### src/rtl/iob_ram_2p_sync.sv
// Single-clock two-port RAM: one write-only port, one read-only port.
// Read data is registered, read-first on same-address collisions.
module iob_ram_2p_sync #(
  parameter int DATA_W = 8,
  parameter int ADDR_W = 4
) (
  input  logic              clk_i,
  input  logic              rst_i,
  input  logic              w_en_i,
  input  logic [ADDR_W-1:0] w_addr_i,
  input  logic [DATA_W-1:0] w_data_i,
  input  logic              r_en_i,
  input  logic [ADDR_W-1:0] r_addr_i,
  output logic [DATA_W-1:0] r_data_o
);

  localparam int DEPTH = 2 ** ADDR_W;

  logic [DATA_W-1:0] mem_q [DEPTH];
  logic [DATA_W-1:0] r_data_q = '0;
  logic [DATA_W-1:0] r_data_d;
  logic              w_fire;
  logic              r_fire;

  // Reset takes priority over both ports in its cycle.
  always_comb begin
    w_fire = w_en_i & ~rst_i;
    r_fire = r_en_i & ~rst_i;
  end

  always_ff @(posedge clk_i) begin
    if (w_fire) begin
      mem_q[w_addr_i] <= w_data_i;
    end
  end

  // The array is read before this edge's write lands, giving read-first.
  always_comb begin
    r_data_d = r_data_q;
    if (rst_i) begin
      r_data_d = '0;
    end else if (r_fire) begin
      r_data_d = mem_q[r_addr_i];
    end
  end

  always_ff @(posedge clk_i) begin
    r_data_q <= r_data_d;
  end

  assign r_data_o = r_data_q;

endmodule

### config.mk
export PLATFORM = sky130hd
export DESIGN_NAME = iob_ram_2p_sync
export DESIGN_NICKNAME = d
export VERILOG_FILES = /design/src/rtl/iob_ram_2p_sync.sv
export SDC_FILE = /design/constraint.sdc
export NUM_CORES = 1
export LEC_CHECK = 0
export BUFFER_PORTS_ARGS = -buffer_cell sky130_fd_sc_hd__buf_2
export CORE_MARGIN = 10
export CORE_UTILIZATION = 54
export CTS_CLUSTER_SIZE = 28
export DETAILED_ROUTE_END_ITERATION = 6
export PLACE_DENSITY = 0.75
export SLEW_MARGIN = 20
export SYNTH_ARGS = -nofsm -noshare
export SYNTH_HDL_FRONTEND = slang
export SYNTH_SLANG_ARGS = --single-unit
### constraint.sdc
create_clock -name clk_i -period 2.2 [get_ports clk_i]
set_input_delay 0.44 -clock clk_i [delete_from_list [all_inputs] [get_ports clk_i]]
set_output_delay 0.44 -clock clk_i [all_outputs]
set_load 0.03 [all_outputs]
==> impl_metrics.env <==
export IMPL_status="complete, no violations"
export IMPL_critPathKind="register to register"
export IMPL_cts_tree="built"
export IMPL_r2r_start="mem_q[12][5]"
export IMPL_first_pass_iters=5
export IMPL_max_freq_mhz=614
export IMPL_die_area_um2=14300
export IMPL_crit_reg2reg_capture="r_data_o[5]"
export IMPL_wl_per_cell_um=22.4
export IMPL_rsz0062_at_grt="no"
export IMPL_grt_max_degree=35
export IMPL_routed_wl_mm=11.5
export IMPL_synth_area_um2=5340
export IMPL_avgSynthCellArea_um2=16.9
export IMPL_startpoint="mem_q[12][5]"
export IMPL_setup_tns_ns=0
export IMPL_track_usage=0.169
export IMPL_synthMuxAreaShare=0.126
export IMPL_final_nets=389
export IMPL_synth_edff_count=128
export IMPL_crit_path_end_kind="register"
export IMPL_slew_viol_final=0
export IMPL_clk_latency_ns=0.52
export IMPL_io_buffers=27
export IMPL_syn_nets=335
export IMPL_tightestPinTransition_ns=0.585
export IMPL_post_dp_hpwl_mm=7.40
export IMPL_ys_warnings_count=0
export IMPL_grt_pass1_wl_mm=18.1
export IMPL_numClockSinks=136
export IMPL_finalCriticalPeriod_ns=1.63
export IMPL_grt_pass1_vias=3126
export IMPL_r2r_slack_ns=0.57
export IMPL_synth_seq_cells=136
export IMPL_final_common_cell="edfxtp_1"
export IMPL_post_cts_setup_buffer_count=0
export IMPL_fillers=650
export IMPL_synth_cell_types=31
export IMPL_dpl_worst_slack_ns=0.221
export IMPL_postCtsHoldBufs=0
export IMPL_synthXorXnorAreaFrac=0
export IMPL_setup_viol=0
export IMPL_h_tree_depth=4
export IMPL_p_per_area_nw_per_um2=964
export IMPL_finalHoldViolCount=0
export IMPL_synth_top_family_by_area="multiplexers"
export IMPL_hold_ws_ns=0.312
export IMPL_yosysSeqAreaShare=0.750
export IMPL_ys_async_sr_fraction=0
export IMPL_fin_crit_sh=0.740
export IMPL_place_inst=483
export IMPL_ios=28
export IMPL_synthSimpleGateAreaFrac=0.0725
export IMPL_cap_violations=0
export IMPL_hold_class="input pin to register"
export IMPL_cts_root_buffer="clkbuf_8"
export IMPL_die_w_um=119
export IMPL_path_max_fanout=1
export IMPL_yosysTopAreaCellShare=0.720
export IMPL_rows=36
export IMPL_leakagePower_nw=2.29
export IMPL_critical_path_endpoint="r_data_o[5]"
export IMPL_drc=0
export IMPL_netlist_instances=315
export IMPL_fin_ws_ns=0.572
export IMPL_skew_ns=0.00903
export IMPL_cts_max_path_buffers=2
export IMPL_required_ns=2.60
export IMPL_drtIter0Drc=266
export IMPL_numCtsBuffers=17
export IMPL_start_kind="register"
export IMPL_die_h_um=119
export IMPL_drive_above_1_share=0.236
export IMPL_grt_overflow_total=0
export IMPL_start_util=0.551
export IMPL_slew_headroom=0.610
export IMPL_cp_data_arrival_time_ns=2.03
export IMPL_synthTopCellsByArea="edfxtp_1 72%, mux2i_1 9.4%, dfxtp_1 3.0%, mux4_2 2.5%, nand2_1 1.7%"
export IMPL_core_um2=9680
export IMPL_num_vias=2974
export IMPL_ant_nets=0
export IMPL_final_cells=515
export IMPL_via_per_inst=5.77
export IMPL_rr_worst_depth=3
export IMPL_cts_resized=0
export IMPL_syn_to_final_growth_pct=18.7
export IMPL_path_clk_slew_ns=0.06
export IMPL_antenna_found_initial=0
export IMPL_irDropWorstVdd_v=0.000521
export IMPL_synth_top_cell_by_area="edfxtp_1"
export IMPL_n_antenna_cell=0
export IMPL_synth_adder_area_share=0
export IMPL_gp_congestion=0.850
export IMPL_synth_compound_area_frac=0.0340
export IMPL_ys_flop_type="edfxtp_1"
export IMPL_mostFrequentLayoutCells="128 x edfxtp_1, 50 x mux2i_1, 27 x buf_2, 24 x nand2_1, 23 x buf_4"
## final cells by class
cell class                 count  area [µm²]  share of cell area
clock buffer                  19         422              0.0666
clock inverter                13         190              0.0300
inverter                       1        3.75            0.000593
multi-input combinational    163        1240               0.196
sequential                   136        4000               0.632
tap                          133         166              0.0263
timing repair buffer          50         308              0.0486
## worst min path at each step
stage / startpoint / to / cells after the start
2_1_floorplan: mem_q[8][4] / r_data_o[4] / 4
3_3_place_gp: r_data_o[7] / r_data_o[7] / 2
3_5_place_dp: r_data_o[3] / r_data_o[3] / 2
4_1_cts: w_data_i[5] / mem_q[4][5] / 1
5_1_grt: w_data_i[5] / mem_q[4][5] / 1
6_report: w_data_i[5] / mem_q[15][5] / 1
## worst max-delay path: stages (launching register included)
cell and delay, ns:
edfxtp_1 0.39, mux4_1 0.51, mux2_2 0.28, a221o_1 0.33
## metal layers
metal	part of all wire	GRT usage	wire [µm]
met2	0.51	0.278	5850
met4	0.023	0.0686	261
met3	0.069	0.0482	802
met5	0	0	0
met1	0.40	0.207	4620
## cell usage after synthesis (all sizes together), types with 2 or more instances
cell / n
nor3: 5
o2111ai: 4
dfxtp: 8
a22oi: 10
a21oi: 7
mux4: 7
nand4: 2
or3b: 3
nand2b: 4
nand3: 17
a22o: 2
mux2i: 50
buf: 10
nor2: 16
nand2: 24
clkbuf: 5
edfxtp: 128
nor2b: 4
## per-stage QoR
stage                      util  cell area, µm²  power (mW)
after CTS                 0.654            6330        6.15
after detailed placement  0.591            5720        3.24
after global placement    0.591            5720        3.23
final                     0.654            6330        6.11
after floorplan               -            5340        3.11
after global routing      0.654            6330        6.30
## logic make-up (layout without fill, tap and decap cells)
family / count (synthesis) / count (layout)
muxes: 58 / 58
and+or+nand+nor: 80 / 80
buffers and inverters: 16 / 83
AOI/OAI and AO/OA: 25 / 25
DFF: 136 / 136
## report_power, final
group / total (mW) / internal [mW] / switching, mW / leakage, nW
clock network: 2.92 / 1.85 / 1.07 / 0.298
logic: 0.298 / 0.103 / 0.195 / 0.774
registers: 2.89 / 2.87 / 0.0156 / 1.22
## sequential cells by signal, indices dropped and copies added, names as in the netlist
name and flops:
r_data_o 8, mem_q 128
Power figures use the tool's default switching activity.
